$ cat config.mk
export PLATFORM = sky130hd
export DESIGN_NAME = alu_result_writeback
export DESIGN_NICKNAME = d
export VERILOG_FILES = /design/src/rtl/alu_result_writeback.sv
export SDC_FILE = /design/constraint.sdc
export NUM_CORES = 1
export LEC_CHECK = 0
export CORE_MARGIN = 2
export CORE_UTILIZATION = 44
export CTS_BUF_LIST = sky130_fd_sc_hd__clkbuf_4 sky130_fd_sc_hd__clkbuf_8
export CTS_CLUSTER_SIZE = 30
export DETAILED_ROUTE_END_ITERATION = 16
export GPL_ROUTABILITY_DRIVEN = 0
export PLACE_DENSITY = 0.76
export SYNTH_ARGS = -nofsm -noshare
export SYNTH_HDL_FRONTEND = slang
export SYNTH_SLANG_ARGS = --single-unit
$ cat constraint.sdc
create_clock -name clk -period 2.65 [get_ports clk]
set_input_delay 0.265 -clock clk [delete_from_list [all_inputs] [get_ports clk]]
set_output_delay 0.265 -clock clk [all_outputs]
set_load 0.02 [all_outputs]
$ cat src/rtl/alu_result_writeback.sv
// ---------------------------------------------------------------------------
// alu_result_writeback
//
// Result/flag writeback stage behind the 32-bit shift/ALU unit. Results,
// their destination register and the ALU flags are buffered in a 2-entry
// FIFO. When an entry is handed to the register-file write port, its flags
// are committed into the architectural status register.
//
// Optional feature macro: FLAG_STICKY_EN
//   defined   : stickyOverflow latches any committed overflow and clears on
//               clearSticky. A set and a clear in the same cycle leave it set.
//   undefined : stickyOverflow is tied to 0 and clearSticky is ignored.
//
// Ports:
//   clk, rst_n           clock, asynchronous active-low reset
//   inValid / inReady    upstream handshake (inReady is registered)
//   inData, inAddr       result and destination register
//   inSetFlags           this result updates the status flags
//   inZero/inOverflow/inCarry/inNegative   ALU flags, sampled at push
//   outValid / outReady  register-file write handshake
//   outData, outAddr     head entry (0 while empty)
//   statusFlags          committed {N,Z,C,V}
//   occupancy            entries held, 0..2
//   clearSticky          clear request for stickyOverflow
//   stickyOverflow       sticky overflow indicator
// ---------------------------------------------------------------------------
module alu_result_writeback #(
  parameter int DATA_WIDTH = 32,
  parameter int ADDR_WIDTH = 5
) (
  input  logic                  clk,
  input  logic                  rst_n,
  input  logic                  inValid,
  output logic                  inReady,
  input  logic [DATA_WIDTH-1:0] inData,
  input  logic [ADDR_WIDTH-1:0] inAddr,
  input  logic                  inSetFlags,
  input  logic                  inZero,
  input  logic                  inOverflow,
  input  logic                  inCarry,
  input  logic                  inNegative,
  output logic                  outValid,
  input  logic                  outReady,
  output logic [DATA_WIDTH-1:0] outData,
  output logic [ADDR_WIDTH-1:0] outAddr,
  output logic [3:0]            statusFlags,
  output logic [1:0]            occupancy,
  input  logic                  clearSticky,
  output logic                  stickyOverflow
);

  // Entry storage; flags packed as {N,Z,C,V} to match statusFlags.
  logic [DATA_WIDTH-1:0] r_data [2];
  logic [ADDR_WIDTH-1:0] r_addr [2];
  logic [3:0]            r_nzcv [2];
  logic                  r_setf [2];

  logic       r_head;
  logic       r_tail;
  logic [1:0] r_occ;
  logic       r_in_ready;
  logic [3:0] r_status;

  logic       w_push;
  logic       w_pop;
  logic       w_not_empty;
  logic [1:0] w_occ_next;

  assign w_not_empty = (r_occ != 2'd0);
  assign w_push      = inValid && r_in_ready;
  assign w_pop       = w_not_empty && outReady;

  always_comb begin
    w_occ_next = r_occ;
    case ({w_push, w_pop})
      2'b10:   w_occ_next = r_occ + 2'd1;
      2'b01:   w_occ_next = r_occ - 2'd1;
      default: w_occ_next = r_occ;
    endcase
  end

  // Pointers, occupancy and the registered ready. inReady is computed from
  // the next occupancy, so a pop at full only reopens the input one cycle
  // later.
  always_ff @(posedge clk or negedge rst_n) begin
    if (!rst_n) begin
      r_head     <= 1'b0;
      r_tail     <= 1'b0;
      r_occ      <= 2'd0;
      r_in_ready <= 1'b0;
    end else begin
      if (w_push) r_tail <= ~r_tail;
      if (w_pop)  r_head <= ~r_head;
      r_occ      <= w_occ_next;
      r_in_ready <= (w_occ_next < 2'd2);
    end
  end

  // Entry writes. Push never targets the head of a full FIFO, because
  // inReady is low at full, so a same-cycle pop never reads a slot being
  // overwritten.
  always_ff @(posedge clk or negedge rst_n) begin
    if (!rst_n) begin
      for (int i = 0; i < 2; i++) begin
        r_data[i] <= '0;
        r_addr[i] <= '0;
        r_nzcv[i] <= 4'b0000;
        r_setf[i] <= 1'b0;
      end
    end else if (w_push) begin
      r_data[r_tail] <= inData;
      r_addr[r_tail] <= inAddr;
      r_nzcv[r_tail] <= {inNegative, inZero, inCarry, inOverflow};
      r_setf[r_tail] <= inSetFlags;
    end
  end

  // Status commit happens on the pop edge of a flag-setting entry.
  always_ff @(posedge clk or negedge rst_n) begin
    if (!rst_n) begin
      r_status <= 4'b0000;
    end else if (w_pop && r_setf[r_head]) begin
      r_status <= r_nzcv[r_head];
    end
  end

`ifdef FLAG_STICKY_EN
  logic r_sticky;

  always_ff @(posedge clk or negedge rst_n) begin
    if (!rst_n) begin
      r_sticky <= 1'b0;
    end else if (w_pop && r_setf[r_head] && r_nzcv[r_head][0]) begin
      r_sticky <= 1'b1;
    end else if (clearSticky) begin
      r_sticky <= 1'b0;
    end
  end

  assign stickyOverflow = r_sticky;
`else
  logic w_unused_clear;
  assign w_unused_clear = clearSticky;
  assign stickyOverflow = 1'b0;
`endif

  // Empty FIFO presents zeros rather than stale or incoming data.
  assign outValid    = w_not_empty;
  assign outData     = w_not_empty ? r_data[r_head] : '0;
  assign outAddr     = w_not_empty ? r_addr[r_head] : '0;
  assign inReady     = r_in_ready;
  assign occupancy   = r_occ;
  assign statusFlags = r_status;

endmodule

==> flow_summary.ini <==
[layout]
antenna_cells = 0
fillCellCount = 761
drive_above_1_share_pct = 30.8
nNetsFinal = 436
syn_to_final_growth_pct = 28.9
final_core_util_pct = 59.0

[flow_run]
maxCapViolCount = 0

[worst_setup_path]
crit_type = register to output pin
r2r_slack_ns = 0.89
crit_path_start_kind = register
critPathMaxFanout = 24
worstPathArrival_ns = 1.95
cp.required_ns = 2.38
endpoint_kind = output pin

[sta]
setup_viol = 0
min_period_ns = 2.21
max_slew.worst_pin.slew_ns = 0.625
rsz0062_at_grt = false
hold_viol_final = 0
slew_headroom_pct = 58.3
fin_worst_skew_ns = 0.0107
slew_violations = 0
fin_crit_sh_pct = 83.5
setup_tns_ns = 0
timing.fmax_mhz = 452

[grt]
grt_max_degree = 51
antenna_found_initial = 0
grt.total_usage_pct = 16.8
grt-ovfl-total = 0
grt_pass1_vias = 2750
grt_pass1_wl_um = 13600

[yosys]
netlist_instances = 297
ys_types = 19
ys_seq_area_share_pct = 54.5
synth_top_family_by_area = multiplexers
synth_nets = 345
synth-adder-area-share_pct = 0.293
synth-seq-cells = 93
synth_xor_xnor_area_share_pct = 1.03
syn_area_mm2 = 0.00427
synth.avg_cell_area_um2 = 14.4
synth-simple-area-share_pct = 4.05
muxShareOfSynthArea_pct = 36.6
synth-compound-area-share_pct = 0.117
ys_warn_count = 0

[min_path]
hold_path.class = primary input to async pin

[floorplan]
die_x_um = 102
core_mm2 = 0.00933
die_h_um = 102
initial_utilization_pct = 45.8
io_pins = 93
rows = 35
dieArea_mm2 = 0.0105

[clock_tree]
htree_levels = 3
clk_latency_ns = 0.34
cts.clk_slew.worst_paths_ns = 0.09
clkSinkCount = 93
tritoncts = done
cts_hold_buf = 1
post-cts-setup-buffers = 0
cts_buffers = 9
cts_resized = 0
clock_path_buffers = 2
cts_root_buffer = clkbuf_8

[route]
drt_first_pass_iters = 4
drc = 0
initialDrtViolationCount = 91
ant_nets = 0
vias_per_cell = 4.89
wl_per_cell_um = 15.8
wl_met3_um = 255
routed.top_layer = met4
vias = 2555
wl_met1_um = 3820
dr_wl_met2_um = 4050
finalWirelength_um = 8240

[power]
ir_worst_vdd_uv = 764
power.leakage_nw = 2.54
power_per_cell_area_mw_per_mm2 = 1390
p_total_mw = 7.62

[status]
status = completed

[place]
hpwl_um = 5470
portBuffers = 90
[worst max-delay path, stage by stage, from the launching register on]
cell and delay, ns:
dfrtp_2 0.36, buf_4 0.38, mux2i_1 0.14, nor2_1 0.12
clkdlybuf4s50_1 0.61
[power breakdown]
group	switching (mW)	internal (mW)
sequential	0.393	2.15
combinational	1.86	2.30
clock	0.473	0.442
total	2.72	4.90
[synth_stat cells (all sizes together)]
master  number  share of area, %
xnor2        4              0.82
nand2        3              0.26
clkbuf       2              0.18
nor2        40               3.5
dfrtp       93                55
conb         1             0.088
or2          1              0.15
buf         17               2.9
inv          2              0.18
nand3        1              0.12
mux2i       38               8.9
mux2        92                28
ha           1              0.29
o21ai        1              0.12
xor2         1              0.21
[placed cells by master (no fill, tap or decap)]
cell,n
dfrtp_1,92
mux2_4,39
dlygate4sd3_1,1
clkdlybuf4s50_1,89
buf_4,7
buf_12,2
clkbuf_4,2
clkinvlp_4,1
nor2_1,39
clkbuf_8,12
xor2_1,1
nor2_4,1
or2_2,1
ha_1,1
xnor2_1,4
o21ai_0,1
clkinv_4,1
mux2i_1,38
mux2_2,53
dfrtp_2,1
conb_1,1
nand2_1,3
nand3_2,1
inv_1,2
[worst paths after layout]
check | cells after the start | startpoint | to
min in group clk | 1 | r_data[4] | r_data[4]
hold reg to reg | 1 | r_data[4] | r_data[4]
hold / removal | 2 | rst_n | r_data[52]
max in group asynchronous | 3 | rst_n | r_nzcv[1]
setup / recovery | 4 | r_head | outData[4]
setup reg to reg | 5 | occupancy[0] | register
[state kept, by name, indices dropped and copies added (netlist names), named ones only]
signal,count
r_tail,1
r_setf,2
r_data,64
r_nzcv,8
r_head,1
occupancy,1
r_addr,10
inReady,1
statusFlags,4
[final cells by class]
type	count	area (µm²)	share of cell area [%]
Sequential cell	93	2330	42.3
Tap cell	129	161	2.93
Clock buffer	14	180	3.28
Clock inverter	2	16.3	0.296
Inverter	2	7.51	0.136
Timing Repair Buffer	99	993	18.1
Multi-Input combinational cell	183	1810	33.0
[routing by layer]
metal	vias up	track usage, %
met2	54	27.6
li1	1199	-
met3	10	2.67
met5	-	0
met4	0	5.85
met1	1292	22.7
[logic make-up after synthesis]
kind of cell	count (synthesis)
AND/OR/NAND/NOR	45
AO/OA/AOI/OAI	1
multiplexers	130
XOR/XNOR	5
buffers and inverters	21
other	1
flip-flops	93
adder cells (fa/ha/maj)	1
[metrics by stage]
stage          cell area, µm²  hold slack, ns  std cells  worst slack, ns
5_1_grt                  5500           0.520        522            0.268
3_3_place_gp             5290           0.325        505            0.669
4_1_cts                  5500           0.495        522            0.400
3_5_place_dp             5290           0.337        505            0.636
2_1_floorplan            4270         -0.0306        297             1.04
6_report                 5500           0.504        522            0.438
Note: power is estimated with default switching activity, not from simulation.
